==> src/rtl/sprite_rom_scheduler.sv <==
// Shares one sprite ROM among NUM_SPRITES renderers during the hblank load window.
// Optional macro SPRITE_SCHED_RR_EN rotates the first-served renderer every line.
module sprite_rom_scheduler #(
  parameter int NUM_SPRITES = 2,
  parameter int ADDR_W      = 4,
  parameter int SLOT_CYCLES = 4,
  parameter int LOAD_START  = 696,
  parameter int LOAD_END    = 799
) (
  input  logic                          clk,
  input  logic                          reset,
  input  logic [15:0]                   hpos,
  input  logic [NUM_SPRITES-1:0]        req,
  input  logic [NUM_SPRITES*ADDR_W-1:0] rom_addr_in,
  output logic [NUM_SPRITES-1:0]        load,
  output logic [ADDR_W-1:0]             rom_addr,
  output logic                          busy,
  output logic                          overrun
);

  localparam int SEL_W = (NUM_SPRITES > 1) ? $clog2(NUM_SPRITES) : 1;

  typedef enum logic [1:0] {IDLE, ARB, GRANT, DONE} state_t;

  state_t                 state;
  logic [SEL_W-1:0]       sel;
  logic [SEL_W-1:0]       rr_ptr;
  logic [SEL_W-1:0]       pick;
  logic [3:0]             cnt;
  logic [NUM_SPRITES-1:0] served;
  logic [NUM_SPRITES-1:0] cand;
  logic                   found;
  logic                   slot_fits;
  logic                   at_start;
  logic                   at_end;
  logic                   window_close;
  logic [ADDR_W-1:0]      addr_arr [NUM_SPRITES];

  assign cand         = req & ~served;
  assign at_start     = (hpos == 16'(LOAD_START));
  assign at_end       = (hpos == 16'(LOAD_END));
  assign window_close = (state != IDLE) && at_end;
  // A new slot must finish strictly before the closing hpos so no grant is cut short.
  assign slot_fits    = ({1'b0, hpos} + 17'(SLOT_CYCLES)) < 17'(LOAD_END);

  // Round-robin pick: first candidate at or above rr_ptr, else wrap to the lowest one.
  always_comb begin
    pick  = '0;
    found = 1'b0;
    for (int i = 0; i < NUM_SPRITES; i++) begin
      if (!found && cand[i] && (SEL_W'(i) >= rr_ptr)) begin
        found = 1'b1;
        pick  = SEL_W'(i);
      end
    end
    for (int i = 0; i < NUM_SPRITES; i++) begin
      if (!found && cand[i]) begin
        found = 1'b1;
        pick  = SEL_W'(i);
      end
    end
  end

  for (genvar gi = 0; gi < NUM_SPRITES; gi++) begin : g_lane
    assign addr_arr[gi] = rom_addr_in[gi*ADDR_W +: ADDR_W];
    assign load[gi]     = (state == GRANT) && (sel == SEL_W'(gi));
  end

  always_comb begin
    rom_addr = '0;
    for (int i = 0; i < NUM_SPRITES; i++) begin
      if ((state == GRANT) && (sel == SEL_W'(i))) begin
        rom_addr = addr_arr[i];
      end
    end
  end

  assign busy = (state == ARB) || (state == GRANT);

  always_ff @(posedge clk or posedge reset) begin
    if (reset) begin
      state   <= IDLE;
      sel     <= '0;
      cnt     <= '0;
      served  <= '0;
      overrun <= 1'b0;
    end else begin
      overrun <= 1'b0;
      if (window_close) begin
        state   <= IDLE;
        overrun <= |cand;
      end else begin
        case (state)
          IDLE: begin
            if (at_start) begin
              state  <= ARB;
              served <= '0;
            end
          end
          ARB: begin
            if (found && slot_fits) begin
              sel   <= pick;
              cnt   <= '0;
              state <= GRANT;
            end else begin
              state <= DONE;
            end
          end
          GRANT: begin
            cnt <= cnt + 4'd1;
            if (cnt == 4'(SLOT_CYCLES - 1)) begin
              for (int i = 0; i < NUM_SPRITES; i++) begin
                if (sel == SEL_W'(i)) begin
                  served[i] <= 1'b1;
                end
              end
              state <= ARB;
            end
          end
          default: begin
          end
        endcase
      end
    end
  end

`ifdef SPRITE_SCHED_RR_EN
  always_ff @(posedge clk or posedge reset) begin
    if (reset) begin
      rr_ptr <= '0;
    end else if (window_close) begin
      rr_ptr <= (rr_ptr == SEL_W'(NUM_SPRITES - 1)) ? '0 : rr_ptr + SEL_W'(1);
    end
  end
`else
  assign rr_ptr = '0;
`endif

endmodule
==> config.mk <==
export PLATFORM = sky130hd
export DESIGN_NAME = sprite_rom_scheduler
export DESIGN_NICKNAME = d
export VERILOG_FILES = /design/src/rtl/sprite_rom_scheduler.sv
export SDC_FILE = /design/constraint.sdc
export NUM_CORES = 1
export LEC_CHECK = 0
export CORE_UTILIZATION = 27
export DETAILED_ROUTE_END_ITERATION = 6
export PLACE_DENSITY = 0.58
export SYNTH_ARGS = -nofsm -noshare
export SYNTH_HDL_FRONTEND = slang
export SYNTH_SLANG_ARGS = --single-unit
==> constraint.sdc <==
create_clock -name clk -period 2.3 [get_ports clk]
set_clock_uncertainty 0.05 [all_clocks]
set_input_delay 0.46 -clock clk [delete_from_list [all_inputs] [get_ports clk]]
set_output_delay 0.46 -clock clk [all_outputs]
set_load 0.05 [all_outputs]
==> impl_metrics.tcl, run 1 <==
set metrics [dict create \
    cts_buffers 3 \
    fin_crit_ps 2280 \
    fin_crit_sh 0.990 \
    cts_tree "done" \
    drt_iter0_drc 32 \
    antenna_found_initial 0 \
    io_pins 36 \
    p_switching_mw 0.588 \
    area_growth_pct 85.1 \
    vdd_ir_drop_max_mv 0.258 \
    gp_congestion 0.809 \
    drive_gt1_frac 0.421 \
    critical_path_peak_fanout 4 \
    netlist_instances 130 \
    rrSetupSlack_ps 340 \
    fmax_mhz 439 \
    fin_cells 243 \
    clk_path_buf_depth 2 \
    synth_top_family_by_area "simple AND/OR/NAND/NOR gates" \
    p_clk_frac 0.129 \
    slowest_delay_ps 490 \
    power_density_nw_per_um2 692 \
    ys_ff_latch 10 \
    cts_root_buf "clkbuf_8" \
    place_area_um2 1720 \
    cp_data_required_time_ps 2420 \
    switching_share 0.434 \
    hp-class "input port to asynchronous set/reset pin" \
    synth-edff-count 0 \
    pre_cts_slack_ps -751 \
    post_drt_via_cell_ratio 5.35 \
    run_status "finished clean" \
    finalPower_mw 1.35 \
    detail-route-antenna-nets 0 \
    p_comb_frac 0.633 \
    grt_max_degree 17 \
    crit_type "input port to flip-flop" \
    maxCapViolations 0 \
    wl_um 3310 \
    dp_hpwl_um 2580 \
    cp_num_buf_inv 1 \
    yosysUniqueCellTypes 46 \
    first_pass_iters 4 \
    die-area_um2 4170 \
    synthArstFlopShare 1.00 \
    fp.coreArea_um2 3720 \
    pwr-share-seq 0.237 \
    synth-xor-area-share 0.0166 \
    clkTransAtPathRegs_ps 40 \
    crit_chain "clkdlybuf4s15_1 > nand2_2 > nor4_4 > and4_1 > a211oi_1 > or4_4 > or4b_1 > nand2_1" \
    endpoint_kind "flip-flop" \
    synth_fa_ha_area_frac 0.0710 \
    relSlewSlack 0.667 \
    ys_seq_area_frac 0.237 \
    stdcell_area_um2 1960 \
    htreeDepth 1 \
    grt_pass1_vias 1348 \
    synth_simple_gate_area_frac 0.412 \
    rsz0062_at_grt "yes" \
    dp_cells 233 \
    wl_per_cell_um 13.6 \
    reg2regPathDepth 6 \
    internal-power_mw 0.766 \
    syn_area_um2 1060 \
    start_kind "input port" \
    synth_fp_nets 164 \
    fin_nets 231 \
    ys_warn_count 0 \
    grt_use_total 0.164 \
    grt_pass1_wl_um 5530 \
    synth_flop_cell "dfrtp_1" \
    setup_ws_ps 23.2 \
    diodes 0 \
    crit_family "simple AND/OR/NAND/NOR gates" \
    hold_viol 0 \
    syn_area_per_cell_um2 8.13 \
    drc 0 \
    setup_violations 0 \
    synth_mux_area_frac 0.0473 \
    crit_slowest_cell "or4b_1" \
    slew_viol_final 0 \
    rows 22 \
    die_w_um 64.6 \
    cellLeakagePower_nw 0.817 \
    final_core_util 0.527 \
    initial_utilization 0.285 \
    cts_num_sinks 10 \
    clock_latency_ps 230 \
    io_buffers 35 \
    postCtsHoldBufs 0 \
    die_height_um 64.6 \
    arrival_ps 2400 \
    synth-compound-area-share 0.179 \
    worst_pin_slew_ps 500 \
    vias 1301 \
    grt_overflow 0 \
    reg2reg_to "sel$_DFFE_PP0P_" \
    r2r_start "state[1]$_DFFE_PP0P_" \
]
[logic make-up (layout without fill, tap and decap cells)]
kind of cell / count (synthesis) / in the layout
multiplexers: 5 / 5
AO/OA/AOI/OAI: 25 / 25
XOR/XNOR: 2 / 2
AND/OR/NAND/NOR: 72 / 72
flip-flops: 10 / 10
buffers and inverters: 10 / 75
adder cells (fa/ha/maj): 6 / 6
[cells in the mapped netlist (all sizes together), types with 2 or more instances]
| cell type | number | area [um^2] |
|---|---|---|
| and3 | 2 | 13.8 |
| mux2i | 5 | 50.1 |
| inv | 6 | 22.5 |
| nand4 | 5 | 46.3 |
| nor4 | 5 | 46.3 |
| ha | 6 | 75.1 |
| clkbuf | 2 | 7.51 |
| a22oi | 2 | 15.0 |
| a22o | 3 | 26.3 |
| nand3 | 6 | 30.0 |
| nor2b | 9 | 56.3 |
| nor3b | 2 | 15.0 |
| o21ai | 3 | 15.0 |
| buf | 2 | 10.0 |
| o211ai | 2 | 15.0 |
| nand2 | 14 | 52.6 |
| or4 | 2 | 15.0 |
| nor4b | 3 | 26.3 |
| nand3b | 2 | 15.0 |
| o31ai | 2 | 15.0 |
| dfrtp | 10 | 250 |
| nor2 | 9 | 33.8 |
| o22a | 2 | 17.5 |
| nor3 | 6 | 30.0 |
| a21oi | 2 | 10.0 |
[power by group through the flow]
stage          Combinational [mW]  Clock (mW)  Sequential [mW]
3_3_place_gp                0.777           0            0.311
3_5_place_dp                0.796           0            0.315
5_1_grt                     0.936       0.187            0.334
4_1_cts                     0.842       0.181            0.320
6_report                    0.857       0.175            0.321
2_1_floorplan               0.523           0            0.293
[per-layer routing]
| metal | vias up | GRT usage | share of wire | wire length, um |
|---|---|---|---|---|
| li1 | 627 | - | - | - |
| met4 | 0 | 0.0611 | 0.033 | 108 |
| met5 | - | 0 | 0 | 0 |
| met1 | 609 | 0.174 | 0.39 | 1310 |
| met2 | 53 | 0.322 | 0.52 | 1710 |
| met3 | 12 | 0.0211 | 0.055 | 182 |
[how the worst max path moves through the flow]
stage / start / endpoint / depth (start not counted)
after floorplan: hpos[2] / cnt[2]$_DFFE_PP0P_ / 10
after global placement: hpos[2] / cnt[2]$_DFFE_PP0P_ / 9
after detailed placement: hpos[2] / cnt[2]$_DFFE_PP0P_ / 9
after CTS: hpos[2] / sel$_DFFE_PP0P_ / 9
after global routing: hpos[3] / sel$_DFFE_PP0P_ / 9
final: hpos[12] / sel$_DFFE_PP0P_ / 8
[cells in the final DEF (no fill, tap or decap), types with 4 or more instances in the layout]
master	Yosys	layout
inv_1	6	6
nand4_1	4	4
nand2_1	14	11
buf_6	0	10
clkdlybuf4s50_1	0	12
nor2b_1	9	6
buf_4	0	24
ha_1	6	5
nor2_1	9	7
dfrtp_1	10	10
buf_12	0	6
mux2i_1	5	5
[area by class of cell]
| type | count | area, um^2 |
|---|---|---|
| well taps | 48 | 60.1 |
| multi-input cells | 110 | 931 |
| clock buffers | 3 | 41.3 |
| fillers | 363 | 1760 |
| repair buffers | 66 | 652 |
| flip-flops and latches | 10 | 250 |
| inverters | 6 | 22.5 |
[stage by stage]
step / TNS [ps] / hold slack, ps
3_5_place_dp: -5420 / 428
5_1_grt: -79.1 / 500
3_3_place_gp: -5140 / 424
2_1_floorplan: -180 / 250
4_1_cts: 0 / 479
6_report: 0 / 463
[registers in the layout, summed over array words and instances (netlist names)]
name	count
cnt	4
state	2
served	2
sel	1
overrun	1
[repair_timing]
item                                    CTS  global route
buffers inserted                          2             5
endpoints found under the setup margin    9             9
pin swaps                                16            19
gates resized for setup                  61            33
Power figures use the tool's default switching activity.
==> run 2: changes to the inputs <==
CTS_CLUSTER_DIAMETER = 60   (was default)
clock period = 2.8 ns   (was 2.3 ns; I/O delays follow)
==> run 2 against run 1 <==
Effect of this change: power decreased by 25%; cell area decreased by 13%; combinational power decreased by 29%; count of clock-buffer cells in the layout unchanged; sequential power decreased by 20%; register-to-register slack improved by 300 ps; non-clock buffer count decreased by 8; first-iteration DRC count increased by 91%; via count decreased by 5.7%; critical path type unchanged; critical endpoint is now cnt[2]$_DFFE_PP0P_.
==> impl_metrics.tcl, run 2 (synthesis gave the netlist of run 1 again) <==
set metrics [dict create \
    slew_viol_final 0 \
    grt_pass1_vias 1131 \
    fin_cells 235 \
    hp-start "served[1]$_DFFE_PP0P_" \
    start_kind "input port" \
    vias 1227 \
    post_drt_via_cell_ratio 5.22 \
    cp_num_buf_inv 1 \
    area_growth_pct 60.9 \
    wl_um 3100 \
    endpoint_kind "flip-flop" \
    dp_cells 232 \
    fin_nets 223 \
    top_regs "cnt x4, served x2, state x2" \
    n_fill_cell 380 \
    cts_buffers 3 \
    drive_gt1_frac 0.225 \
    top_register "cnt" \
    fin_crit_sh 0.966 \
    crit_cells 8 \
    die-area_um2 4170 \
    critical_path_peak_fanout 4 \
    final_common_cell "buf_4" \
    rows 22 \
    die_w_um 64.6 \
    cp_data_required_time_ps 2860 \
    finalPower_mw 1.01 \
    run_status "finished clean" \
    grt_pass1_wl_um 4890 \
    maxCapViolations 0 \
    dp_hpwl_um 2500 \
    crit_type "input port to flip-flop" \
    detail-route-antenna-nets 0 \
    grt_overflow 0 \
    multi_input_area_um2 810 \
    drc 0 \
    crit_slowest_cell "clkdlybuf4s50_1" \
    diodes 0 \
    io_buffers 35 \
    clock_latency_ps 230 \
    switching_share 0.443 \
    slowest_delay_ps 520 \
    place_area_um2 1610 \
    gp_congestion 0.915 \
    largest_reg_flops 4 \
    crit_family "simple AND/OR/NAND/NOR gates" \
    hp-class "flip-flop to flip-flop" \
    clk_path_buf_depth 2 \
    internal-power_mw 0.563 \
    postCtsHoldBufs 0 \
    grt_use_total 0.147 \
    seq_area_um2 250 \
    wl_per_cell_um 13.2 \
    antenna_found_initial 0 \
    hold_viol 0 \
    p_switching_mw 0.448 \
    first_pass_iters 4 \
    cellLeakagePower_nw 0.731 \
    drt_iter0_drc 61 \
    setup_violations 0 \
    power_density_nw_per_um2 594 \
    initial_utilization 0.285 \
    fmax_mhz 370 \
    p_comb_frac 0.600 \
    cts_num_sinks 10 \
    cts_root_buf "clkbuf_8" \
    hold_depth 1 \
    final_cell_mix "buf_4, clkdlybuf4s50_1, nand2_1" \
    grt_max_degree 17 \
    r2r_start "state[1]$_DFFE_PP0P_" \
    die_height_um 64.6 \
    io_pins 36 \
    fp.coreArea_um2 3720 \
    cp-startpoint "hpos[4]" \
    clkTransAtPathRegs_ps 50 \
    cts_tree "done" \
    p_clk_frac 0.145 \
    arrival_ps 2770 \
    crit_chain "clkdlybuf4s50_1 > nand4_4 > nor4_4 > and4_1 > a211oi_1 > or4_4 > o2bb2ai_2 > a221o_1" \
    worst_pin_slew_ps 493 \
    fin_crit_ps 2710 \
    pwr-share-seq 0.254 \
    final_core_util 0.458 \
    reg2regPathDepth 6 \
    htreeDepth 1 \
    stdcell_area_um2 1700 \
    vdd_ir_drop_max_mv 0.180 \
    relSlewSlack 0.670 \
]
run 2: timing repair:
| item | CTS | global route |
|---|---|---|
| endpoints found under the setup margin | 2 | 6 |
| buffers inserted | 0 | 0 |
| pin swaps | 0 | 4 |
| resized for setup | 6 | 7 |
run 2: through the flow:
stage / hold slack, ps / worst slack, ps / TNS (ps)
final: 440 / 94.9 / 0
after detailed placement: 432 / -372 / -1760
after global routing: 457 / -3.70 / -3.70
after floorplan: 350 / 191 / 0
after global placement: 421 / -283 / -1210
after CTS: 443 / 21.3 / 0
run 2: layout make-up:
cell class	count	share of cell area
clock buffers	3	0.0243
inverters	6	0.0132
multi-input cells	110	0.476
flip-flops and latches	10	0.147
well taps	48	0.0353
repair buffers	58	0.304
run 2: routing by layer:
layer  GRT usage  vias to the layer above  part of all wire
met1       0.157                      564              0.42
met4      0.0333                        0            0.0068
met3      0.0211                        3             0.059
met5           0                        -                 0
li1            -                      611                 -
met2       0.297                       49              0.51
run 2: final timing paths:
check / endpoint / slack (ps)
worst max-delay path: cnt[2]$_DFFE_PP0P_ / 90
worst min-delay path: served[1]$_DFFE_PP0P_ / 440
worst max register to register: cnt[2]$_DFFE_PP0P_ / 640
worst min register to register: served[1]$_DFFE_PP0P_ / 440
max in group asynchronous: cnt[0]$_DFFE_PP0P_ / 1840
min in group asynchronous: cnt[3]$_DFFE_PP0P_ / 570
run 2: worst register-to-register path, cell delays in order (launching register included):
cell	delay (ps)
dfrtp_1	400
inv_1	90
ha_1	290
nand3b_1	110
or4_4	580
o2bb2ai_2	160
a221o_1	360
run 2: power groups by stage:
stage | combinational (mW) | sequential [mW] | clock [mW]
6_report | 0.607 | 0.257 | 0.147
5_1_grt | 0.664 | 0.264 | 0.159
4_1_cts | 0.611 | 0.257 | 0.153
3_5_place_dp | 0.598 | 0.257 | 0
3_3_place_gp | 0.581 | 0.254 | 0
2_1_floorplan | 0.426 | 0.241 | 0
==> run 3: changes to the inputs <==
CORE_MARGIN = 4   (was default)
==> run 3 against run 2 <==
Effect of this change: clock power down 3%; count of clock-buffer cells in the layout unchanged; sequential power hardly changed; combinational power up 2%; highest routed layer unchanged.
==> impl_metrics.tcl, run 3 (synthesis gave the netlist of run 1 again) <==
set metrics [dict create \
    run_status "finished clean" \
    stdcell_area_um2 1720 \
    cts_buffers 3 \
    area_growth_pct 62.5 \
    vias 1233 \
    whs_ps 447 \
    final_common_cell "buf_4" \
    fin_cells 236 \
    cp_data_required_time_ps 2860 \
    fin_crit_ps 2700 \
    first_pass_iters 4 \
    fin_nets 224 \
    grt_max_degree 17 \
    cellLeakagePower_nw 0.747 \
    arrival_ps 2750 \
    critical_path_peak_fanout 4 \
    wl_um 3230 \
    io_buffers 35 \
    cts_num_sinks 10 \
    post_drt_via_cell_ratio 5.22 \
    io_pins 36 \
    start_kind "input port" \
    largest_reg_flops 4 \
    drive_gt1_frac 0.234 \
    worst_pin_slew_ps 500 \
    rows 22 \
    final_cell_mix "buf_4, clkdlybuf4s50_1, nand2_1" \
    die-area_um2 4980 \
    detail-route-antenna-nets 0 \
    pre_cts_slack_ps -347 \
    slew_viol_final 0 \
    hp-class "flip-flop to flip-flop" \
    clock_latency_ps 230 \
    finalPower_mw 1.02 \
    initial_utilization 0.285 \
    grt_pass1_wl_um 5520 \
    drt_iter0_drc 44 \
    fp.coreArea_um2 3720 \
    drc 0 \
    wl_per_cell_um 13.7 \
    relSlewSlack 0.666 \
    grt_pass1_vias 1270 \
    die_w_um 70.6 \
    fin_crit_sh 0.964 \
    rsz0062_at_grt "yes" \
    dp_hpwl_um 2600 \
    place_area_um2 1620 \
    power_density_nw_per_um2 594 \
    endpoint_kind "flip-flop" \
    crit_type "input port to flip-flop" \
    grt_overflow 0 \
    htreeDepth 1 \
    top_register "cnt" \
    postCtsHoldBufs 0 \
    cts_tree "done" \
    gp_congestion 0.889 \
    grt_use_total 0.130 \
    die_height_um 70.6 \
    cts_root_buf "clkbuf_8" \
    rrSetupSlack_ps 700 \
    dp_cells 233 \
    diodes 0 \
    setup_ws_ps 101 \
    antenna_found_initial 0 \
    top_regs "cnt x4, served x2, state x2" \
    clkTransAtPathRegs_ps 50 \
    vdd_ir_drop_max_mv 0.167 \
    fmax_mhz 370 \
    setup_violations 0 \
    maxCapViolations 0 \
    hold_viol 0 \
    clk_path_buf_depth 2 \
    n_fill_cell 384 \
]
## run 3: layout make-up
cell class              count  area, um^2  area share
clock buffers               3        41.3      0.0240
inverters                   6        22.5      0.0131
multi-input cells         110         816       0.475
flip-flops and latches     10         250       0.146
well taps                  48        60.1      0.0350
repair buffers             59         528       0.307
## run 3: worst paths after layout
kind | start | end | cells past startpoint
setup / recovery | hpos[4] | cnt[2]$_DFFE_PP0P_ | 8
hold / removal | served[1]$_DFFE_PP0P_ | served[1]$_DFFE_PP0P_ | 1
setup reg to reg | state[1]$_DFFE_PP0P_ | cnt[2]$_DFFE_PP0P_ | 6
hold reg to reg | served[1]$_DFFE_PP0P_ | served[1]$_DFFE_PP0P_ | 1
max in group asynchronous | reset | state[1]$_DFFE_PP0P_ | 2
min in group asynchronous | reset | cnt[3]$_DFFE_PP0P_ | 2
## run 3: per-layer routing
layer,vias up,part of all wire,global-route usage
met4,0,0.0065,0.0251
met5,-,0,0
met2,45,0.51,0.245
met3,4,0.064,0.0270
met1,570,0.42,0.153
li1,614,-,-
## run 3: worst max-delay path, cell delays in order
cell	delay, ps
clkdlybuf4s50_1	460
nand4_4	160
nor2_1	70
a2111oi_1	320
a41oi_1	80
or4_4	580
o2bb2ai_2	160
a221o_1	360
## run 3: through the flow
step | util | setup TNS (ps)
finish | 0.462 | 0
global route | 0.462 | -7.02
CTS | 0.452 | 0
detailed placement | 0.435 | -1640
global placement | 0.435 | -1240
floorplan | - | 0
## run 3: what timing repair did
| action | 4_1_cts | 5_1_grt |
|---|---|---|
| pin swaps | 0 | 3 |
| gates cloned | 0 | 0 |
| setup endpoints to repair | 2 | 6 |
| buffers inserted | 0 | 0 |
| hold endpoints to repair | 0 | 0 |
| gates resized for setup | 6 | 9 |
## run 3: power by group
part           total (mW)  switching, mW  internal [mW]  leakage [nW]
sequential          0.259         0.0569          0.202         0.127
clock               0.143         0.0490         0.0935        0.0216
combinational       0.619          0.346          0.272         0.598
total                1.02          0.452          0.568         0.747
